**src/rtl/aim_track_ctrl.sv**
```systemverilog
// Per-frame pan/tilt tracker: SEARCH/TRACK/LOCK/FIRE FSM with a registered laser pulse.
// Latency 1 cycle from frame_done; a new command is dropped while cmd_valid waits on cmd_ready.
module aim_track_ctrl #(
  parameter int CENTER_X    = 160,
  parameter int CENTER_Y    = 120,
  parameter int DEADBAND    = 8,
  parameter int STEP_SHIFT  = 2,
  parameter int STEP_MAX    = 63,
  parameter int LOCK_FRAMES = 4,
  parameter int LOST_FRAMES = 8,
  parameter int FIRE_CYCLES = 16
) (
  input  logic       clk,
  input  logic       reset,
  input  logic       frame_done,
  input  logic [9:0] aim_x,
  input  logic [9:0] aim_y,
  input  logic       aim_detected,
  output logic       cmd_valid,
  input  logic       cmd_ready,
  output logic       pan_dir,
  output logic [7:0] pan_steps,
  output logic       tilt_dir,
  output logic [7:0] tilt_steps,
  output logic       laser_on,
  output logic       locked,
  output logic [1:0] state
);

  localparam int CCW = $clog2(LOCK_FRAMES + 1);
  localparam int MCW = $clog2(LOST_FRAMES + 1);
  localparam int FCW = $clog2(FIRE_CYCLES + 1);

  typedef enum logic [1:0] {
    ST_SEARCH = 2'd0,
    ST_TRACK  = 2'd1,
    ST_LOCK   = 2'd2,
    ST_FIRE   = 2'd3
  } state_e;

  typedef struct packed {
    logic       pan_dir;
    logic [7:0] pan_steps;
    logic       tilt_dir;
    logic [7:0] tilt_steps;
  } cmd_t;

  // Returns {centred, dir, steps} for one axis.
  function automatic logic [9:0] axis_eval(input logic [9:0] pos, input int center);
    logic signed [10:0] e;
    logic [10:0]        mag;
    logic [10:0]        shifted;
    logic [7:0]         steps;
    logic               centred;
    logic               dir;
    e       = $signed({1'b0, pos}) - $signed(11'(center));
    mag     = e[10] ? $unsigned(-e) : $unsigned(e);
    centred = (mag <= 11'(DEADBAND));
    shifted = mag >> STEP_SHIFT;
    if (centred)
      steps = 8'd0;
    else if (shifted > 11'(STEP_MAX))
      steps = 8'(STEP_MAX);
    else
      steps = shifted[7:0];
    dir = !e[10] && (e != '0) && (steps != 8'd0);
    return {centred, dir, steps};
  endfunction

  state_e         state_q, state_d;
  logic [CCW-1:0] center_cnt_q, center_cnt_d;
  logic [MCW-1:0] miss_cnt_q, miss_cnt_d;
  logic [FCW-1:0] fire_cnt_q, fire_cnt_d;
  logic           cmd_valid_q, cmd_valid_d;
  cmd_t           cmd_q, cmd_d;
  logic           laser_q, locked_q;

  logic [9:0] pan_eval, tilt_eval;
  cmd_t       cmd_new;
  logic       frame_centred, issue;
  logic [CCW-1:0] center_inc;
  logic [MCW-1:0] miss_inc;

  assign pan_eval      = axis_eval(aim_x, CENTER_X);
  assign tilt_eval     = axis_eval(aim_y, CENTER_Y);
  assign cmd_new       = '{pan_dir: pan_eval[8], pan_steps: pan_eval[7:0],
                           tilt_dir: tilt_eval[8], tilt_steps: tilt_eval[7:0]};
  assign frame_centred = aim_detected && pan_eval[9] && tilt_eval[9];
  assign center_inc    = (center_cnt_q == CCW'(LOCK_FRAMES)) ? center_cnt_q : center_cnt_q + 1'b1;
  assign miss_inc      = (miss_cnt_q == MCW'(LOST_FRAMES)) ? miss_cnt_q : miss_cnt_q + 1'b1;

  always_comb begin
    state_d      = state_q;
    center_cnt_d = center_cnt_q;
    miss_cnt_d   = miss_cnt_q;
    fire_cnt_d   = fire_cnt_q;
    issue        = 1'b0;
    unique case (state_q)
      ST_SEARCH: begin
        if (frame_done && aim_detected) begin
          state_d      = ST_TRACK;
          center_cnt_d = '0;
          miss_cnt_d   = '0;
        end
      end
      ST_TRACK: begin
        if (frame_done) begin
          if (!aim_detected) begin
            center_cnt_d = '0;
            miss_cnt_d   = miss_inc;
            if (miss_inc == MCW'(LOST_FRAMES)) state_d = ST_SEARCH;
          end else if (frame_centred) begin
            miss_cnt_d   = '0;
            center_cnt_d = center_inc;
            if (center_inc == CCW'(LOCK_FRAMES)) state_d = ST_LOCK;
          end else begin
            center_cnt_d = '0;
            miss_cnt_d   = '0;
            issue        = 1'b1;
          end
        end
      end
      ST_LOCK: begin
        if (frame_done) begin
          center_cnt_d = '0;
          miss_cnt_d   = '0;
          if (frame_centred) begin
            state_d    = ST_FIRE;
            fire_cnt_d = FCW'(FIRE_CYCLES - 1);
          end else if (aim_detected) begin
            state_d = ST_TRACK;
            issue   = 1'b1;
          end else begin
            state_d    = ST_TRACK;
            miss_cnt_d = MCW'(1);
          end
        end
      end
      ST_FIRE: begin
        // fire_cnt counts down the remaining pulse cycles; frame_done is ignored here.
        if (fire_cnt_q == '0) begin
          state_d      = ST_TRACK;
          center_cnt_d = '0;
          miss_cnt_d   = '0;
        end else begin
          fire_cnt_d = fire_cnt_q - 1'b1;
        end
      end
      default: state_d = ST_SEARCH;
    endcase
  end

  always_comb begin
    cmd_valid_d = cmd_valid_q;
    cmd_d       = cmd_q;
    // A completing transfer blocks any same-cycle issue, since cmd_valid_q is still high.
    if (cmd_valid_q && cmd_ready) begin
      cmd_valid_d = 1'b0;
    end else if (issue && !cmd_valid_q &&
                 (cmd_new.pan_steps != 8'd0 || cmd_new.tilt_steps != 8'd0)) begin
      cmd_valid_d = 1'b1;
      cmd_d       = cmd_new;
    end
  end

  always_ff @(posedge clk or negedge reset) begin
    if (!reset) begin
      state_q      <= ST_SEARCH;
      center_cnt_q <= '0;
      miss_cnt_q   <= '0;
      fire_cnt_q   <= '0;
      cmd_valid_q  <= 1'b0;
      cmd_q        <= '0;
      laser_q      <= 1'b0;
      locked_q     <= 1'b0;
    end else begin
      state_q      <= state_d;
      center_cnt_q <= center_cnt_d;
      miss_cnt_q   <= miss_cnt_d;
      fire_cnt_q   <= fire_cnt_d;
      cmd_valid_q  <= cmd_valid_d;
      cmd_q        <= cmd_d;
      laser_q      <= (state_d == ST_FIRE);
      locked_q     <= (state_d == ST_LOCK);
    end
  end

  assign cmd_valid  = cmd_valid_q;
  assign pan_dir    = cmd_q.pan_dir;
  assign pan_steps  = cmd_q.pan_steps;
  assign tilt_dir   = cmd_q.tilt_dir;
  assign tilt_steps = cmd_q.tilt_steps;
  assign laser_on   = laser_q;
  assign locked     = locked_q;
  assign state      = state_q;

endmodule

```
**config.mk**
```make
export PLATFORM = sky130hd
export DESIGN_NAME = aim_track_ctrl
export DESIGN_NICKNAME = d
export VERILOG_FILES = /design/src/rtl/aim_track_ctrl.sv
export SDC_FILE = /design/constraint.sdc
export NUM_CORES = 1
export LEC_CHECK = 0
export BUFFER_PORTS_ARGS = -buffer_cell sky130_fd_sc_hd__buf_2
export CAP_MARGIN = 15
export CORE_ASPECT_RATIO = 1.25
export CORE_MARGIN = 2
export CORE_UTILIZATION = 60
export DETAILED_ROUTE_END_ITERATION = 10
export GPL_TIMING_DRIVEN = 0
export PLACE_DENSITY = 0.85
export SLEW_MARGIN = 20
export SYNTH_ARGS = -nofsm -noshare
export SYNTH_HDL_FRONTEND = slang
export SYNTH_SLANG_ARGS = --single-unit
```
**constraint.sdc**
```tcl
create_clock -name clk -period 4.85 [get_ports clk]
set_input_delay 0.2425 -clock clk [delete_from_list [all_inputs] [get_ports clk]]
set_output_delay 0.2425 -clock clk [all_outputs]
set_load 0.01 [all_outputs]
```
# Word level (Yosys, flattened, before mapping)
# Index checks and enable logic that the tools add are counted.
[word_totals]
ff_bits = 35
latchBits = 0
ram_bits = 0
romBits = 0
input_bits = 25
output_inout_bits = 23
wordCells = 109
n_memories = 0
[classes]
add_sub_neg = 7
multipliers = 0
n_div = 0
n_lt_le_gt_ge = 4
eq_ne = 15
shift = 0
n_mux = 46
bitwise_logic = 1
n_reduce_logical = 25
[op_table]
columns = ["operator", "n"]
rows = [
  ["two-way mux 8 bit", 4],
  ["two-way mux 4 bit", 6],
  ["less-or-equal comparator 11 x 4 -> 1 bit (second input constant)", 2],
  ["two-way mux 11 bit", 2],
  ["negation 11 bit", 2],
  ["nonzero test 11 bit", 2],
  ["two-way mux 3 bit", 7],
  ["> comparator 9 x 6 -> 1 bit (second input constant)", 2],
  ["two-way mux 2 bit", 9],
  ["case mux 4 bit (4 select lines)", 1],
  ["nonzero test 8 bit", 2],
  ["two-way mux 5 bit", 3],
  ["inequality test 2 bit (second input constant)", 6],
  ["case mux 3 bit (4 select lines)", 1],
  ["subtractor 10 x 7 -> 11 bit (second input constant)", 1],
  ["subtractor 10 x 8 -> 11 bit (second input constant)", 1],
  ["logical AND 1 bit", 10],
  ["two-way mux 1 bit", 10],
  ["case mux 5 bit (2 select lines)", 1],
  ["equality test 2 bit (second input constant)", 4],
  ["equality test 4 bit (second input constant)", 2],
  ["case mux 2 bit (4 select lines)", 1],
  ["AND reduction 4 bit", 2],
  ["equality test 3 bit (second input constant)", 2],
  ["other kinds (12)", 15],
]

# Depth between registers and ports, before layout
[logic_depth]
ltp_word = 14
depth_mapped = 11

# Worst setup path before layout
# OpenSTA, ideal clock, no wires.
[synth_path]
path_type = "input -> register"
startpoint = "input port aim_y[0]"
endpoint = "register cmd_q (netlist bit pan_steps[2])"
setup_ps = 125
arrival_time_ps = 2490
required_ps = 4725
setup_slack_ps = 2235
stages = 7
n_path_buf = 0
path_cell_list = "or4b_2 > o31ai_2 > xnor2_1 > o21a_1 > nand4_4 > o31ai_4 > mux2_2"
[synth_between]
elab_chain_len = 12
[synth_rtl]
columns = ["item", "line", "text"]
rows = [
  ["from (decl)", "17", "input logic [9:0] aim_y,"],
  ["subtractor 10 x 7 -> 11 bit (*)", "56", "e = $signed({1'b0, pos}) - $signed(11'(center));"],
  ["negation 11 bit", "57", "mag = e[10] ? $unsigned(-e) : $unsigned(e);"],
  ["two-way mux 11 bit (*)", "57", ""],
  ["less-or-equal comparator 11 x 4 -> 1 bit", "58", "centred = (mag <= 11'(DEADBAND));"],
  ["logical AND 1 bit", "88", "assign frame_centred = aim_detected && pan_eval[9] && tilt_eval[9];"],
  ["two-way mux 1 bit", "112", "end else if (frame_centred) begin"],
  ["two-way mux 1 bit", "108", "if (!aim_detected) begin"],
  ["two-way mux 1 bit", "107", "if (frame_done) begin"],
  ["case mux 1 bit (2 select lines)", "98", "unique case (state_q)"],
  ["logical AND 1 bit", "159", "end else if (issue && !cmd_valid_q &&"],
  ["logical AND 1 bit (*)", "159", ""],
  ["AND reduction 2 bit (no source line) (*)", "--", ""],
  ["to (signal assigned)", "182", "cmd_q <= cmd_d;"],
  ["to (decl)", "75", "cmd_t cmd_q, cmd_d;"],
]
# Mark *: on every way between the ends. The rest lies on a longest branch, timed or not.
# A chain may end at the register's enable or synchronous reset.

# Final worst setup path
[layout_path]
startpoint = "input port aim_y[3]"
endpoint = "register cmd_q (netlist bit tilt_steps[2])"
[layout_between]
elab_chain_len = 12
[layout_rtl]
columns = ["item", "line"]
rows = [
  ["subtractor 10 x 7 -> 11 bit (*)", "56"],
  ["negation 11 bit", "57"],
  ["two-way mux 11 bit (*)", "57"],
  ["less-or-equal comparator 11 x 4 -> 1 bit", "58"],
  ["logical AND 1 bit", "88"],
  ["two-way mux 1 bit", "112"],
  ["two-way mux 1 bit", "108"],
  ["two-way mux 1 bit", "107"],
  ["case mux 1 bit (2 select lines)", "98"],
  ["logical AND 1 bit (2 in series)", "159"],
  ["AND reduction 2 bit (no source line)", "--"],
]
# Marked as above.

==> metrics.md <==
| Metric | Value |
|---|---|
| Placed instance count | `402` |
| Final Max Slew Viols | `0` |
| Maximum fanout along the worst path | `10` |
| Cell count after synthesis | `302` |
| Category of the most critical setup path | `in2reg` |
| CTS resizes | `0` |
| Max Used Layer | `met4` |
| Register area | `876 sq um` |
| Effective utilization at floorplan | `62.9%` |
| Distinct cell type count after synthesis | `56` |
| Number of failing hold endpoints at the final stage | `0` |
| Largest clock skew in the final design | `0.00840 ns` |
| PD cells | `338 nW/um^2` |
| TritonRoute pass-1 iters | `5` |
| Final critical delay including setup and external delays | `2.65 ns` |
| Sum Neg Setup Slack | `0 ns` |
| Number of buffers inserted for hold repair after clock tree synthesis | `0` |
| Met2 wirelength from detailed routing | `2750 um` |
| Final worst-path cycle share | `54.6%` |
| Clock transition at the registers of the reported paths | `0.08 ns` |
| Commonest non-fill, non-tap cell in the layout | `sky130_fd_sc_hd__buf_2` |
| Number of buffers inserted during clock tree synthesis | `5` |
| Die Outline Area | `4870 sq um` |
| Antenna violations before repair | `0` |
| Setup crit end kind | `register` |
| Area of the core | `4130 sq um` |
| Number of global-route vias before repair | `2182` |
| Count of input and output buffers | `44` |
| Total power after layout | `1.00 mW` |
| Final standard cell count with taps included and fillers excluded | `410` |
| Count of max-cap constraint violations | `0` |
| Post-detailed-placement half-perimeter wirelength | `4170 um` |
| Clock Sinks | `35` |
| Arrival time reported for the critical path endpoint | `2.84 ns` |
| Reg-to-Reg End | `center_cnt_q[0]` |
| Initial DRC Count | `127` |
| Deepest clock path buffer count | `2` |
| Most used DFF post-synth | `sky130_fd_sc_hd__dfrtp_1` |
| DR WL/cell | `13.5 um` |
| Pleak | `1.36 nW` |
| CTS tree | `yes` |
| Routed length on met1 | `2470 um` |
| YS warnings | `0` |
| Highest achievable clock rate | `378 MHz` |
| Worst setup SP type | `input pin` |
| Pin count of the biggest net entering global routing | `36` |
| Vias after detailed routing | `2334` |
| Start point of the critical path | `aim_y[3]` |
| Grt total ovfl | `0` |
| Result of the run | `finished, final reports clean` |
| Worst endpoint required time | `5.04 ns` |
| Top area cells in the synthesized netlist | `sky130_fd_sc_hd__dfrtp_1, sky130_fd_sc_hd__ha_1, sky130_fd_sc_hd__nand2_1, sky130_fd_sc_hd__a21oi_1, sky130_fd_sc_hd__nor2_1` |
| CTS Root Cell | `sky130_fd_sc_hd__clkbuf_8` |
| Number of rows in the core area | `26` |
| Timing endpoint of the critical path | `tilt_steps[2]` |
| Amount of wire on met3 after detailed routing | `211 um` |
| I/O pin count | `48` |
| Chip width | `62.9 um` |
| Slew margin rel. | `48.9%` |
| Number of antenna diodes | `0` |
| Reg2Reg Launch Point | `state[1]` |
| Actual slew at the worst max-slew pin | `0.766 ns` |
| Global Route Usage Sum | `23.9%` |
| Util after Layout | `72.0%` |
| Combined area of the multi-input logic cells | `1610 sq um` |
| Synthesized area per cell | `8.60 sq um` |
| Seq/Total Area, Yosys | `33.7%` |
| Slack of the worst reg-to-reg path | `2.39 ns` |
| Total of flip-flops plus latches after synthesis | `35` |
| Largest area contributor in the netlist | `sky130_fd_sc_hd__dfrtp_1` |
| Die H | `77.6 um` |
| Worst Reg-to-Reg Cells | `9` |
| Number of enable flip-flop cells after synthesis | `0` |
| Post-CTS setup buffers | `0` |
| Async SR Flop Fraction | `100%` |
| Routed wire length | `5520 um` |
| Number of endpoints failing setup at the final stage | `0` |
| Area of the mapped netlist | `2600 sq um` |
| Residual antenna-violating net count after detailed routing | `0` |
| Layout cell share with drive strength beyond 1 | `19.5%` |
| Worst min path class | `in2async` |
| Remaining routing DRC violations | `0` |
| H-tree Lvls | `2` |
| Setup repair after global routing missed its margin | `no` |
| Synthesized Nets | `340` |
| First-pass GRT wire length | `9380 um` |
| Layout Area Growth over Synthesis | `14.5%` |
| Maximum VDD drop | `209 uV` |
| Weighted congestion reported at the end of routability-driven placement | `0.848` |
| Clock network latency to the later pin of the worst-skew pair | `0.29 ns` |
| Count of filler cells inserted in the layout | `342` |
| Average via count per standard cell | `5.69` |
| Post-layout net count | `391` |
| Highest-count cells in the layout ignoring fill and taps | `sky130_fd_sc_hd__buf_2, sky130_fd_sc_hd__nand2_1, sky130_fd_sc_hd__dfrtp_1` |
| Yosys top cell area share | `33.7%` |
## cell families (layout without fill, tap and decap cells)
family                   Yosys count  count (layout)  share of synthesized area [%]
adder cells (fa/ha/maj)           14              14                           6.65
AO/OA/AOI/OAI                     86              86                           23.0
AND/OR/NAND/NOR                  117             117                           24.3
buffers and inverters             28              80                           4.48
XOR/XNOR                          16              16                           5.39
multiplexers                       6               6                           2.46
flip-flops                        35              35                           33.7
## power by group
group | total (mW) | internal [mW] | switching, mW
combinational | 0.388 | 0.160 | 0.227
sequential | 0.411 | 0.362 | 0.0490
clock | 0.206 | 0.100 | 0.106
total | 1.00 | 0.623 | 0.382
## sequential cells by signal (all words and copies together) (netlist names)
register	count
state	2
pan_dir	1
laser_on	1
center_cnt_q	3
cmd_valid	1
tilt_dir	1
fire_cnt_q	5
miss_cnt_q	4
locked	1
tilt_steps	8
pan_steps	8
## critical path, stage by stage
cell and delay, ns:
sky130_fd_sc_hd__buf_2 0.17, sky130_fd_sc_hd__or4b_2 0.68, sky130_fd_sc_hd__o31ai_2 0.33, sky130_fd_sc_hd__xnor2_1 0.16, sky130_fd_sc_hd__o21a_1 0.19, sky130_fd_sc_hd__nand4_4 0.20
sky130_fd_sc_hd__o31ai_4 0.46, sky130_fd_sc_hd__buf_6 0.20, sky130_fd_sc_hd__a21oi_1 0.05, sky130_fd_sc_hd__a21o_1 0.16
## area by class of cell
class | count | area share (%)
tap | 56 | 2.36
clock buffer | 6 | 2.44
multi-input combinational | 239 | 54.0
timing repair buffer | 44 | 7.41
sequential | 35 | 29.5
inverter | 19 | 2.40
clock inverter | 2 | 0.421
buffer | 9 | 1.52
## synthesized netlist by cell type (6+ instances only)
cell type and number:
sky130_fd_sc_hd__nand3_1 7, sky130_fd_sc_hd__xnor2_1 6, sky130_fd_sc_hd__o21ai_0 16, sky130_fd_sc_hd__a21o_1 10, sky130_fd_sc_hd__inv_1 19, sky130_fd_sc_hd__nor2_1 25
sky130_fd_sc_hd__and2_1 8, sky130_fd_sc_hd__clkbuf_1 7, sky130_fd_sc_hd__nand2_1 36, sky130_fd_sc_hd__nor3_1 12, sky130_fd_sc_hd__dfrtp_1 35, sky130_fd_sc_hd__ha_1 13
sky130_fd_sc_hd__xor2_1 10, sky130_fd_sc_hd__a21oi_1 26
## per-layer routing
metal,vias to the layer above,track usage [%]
li1,1180,-
met1,1095,28.4
met2,50,42.7
met3,9,3.77
met4,0,9.78
met5,-,0
## stage by stage
step	setup WS (ns)	hold WS [ns]	area, sq um
floorplan	2.23	-0.0531	2600
global placement	1.93	0.366	2890
detailed placement	1.91	0.366	2890
CTS	2.20	0.0531	2970
global route	2.05	0.100	2970
finish	2.20	0.0269	2970
## how the worst min path moves through the flow
stage / end / slack, ns / depth (start not counted)
after CTS: pan_steps[0] / 0.05 / 1
final: center_cnt_q[0] / 0.03 / 1
after floorplan: center_cnt_q[0] / -0.05 / 0
after global placement: pan_steps[0] / 0.37 / 1
after global routing: pan_steps[3] / 0.10 / 1
after detailed placement: tilt_steps[6] / 0.37 / 1
No activity file was read; power rests on OpenSTA's default activity.
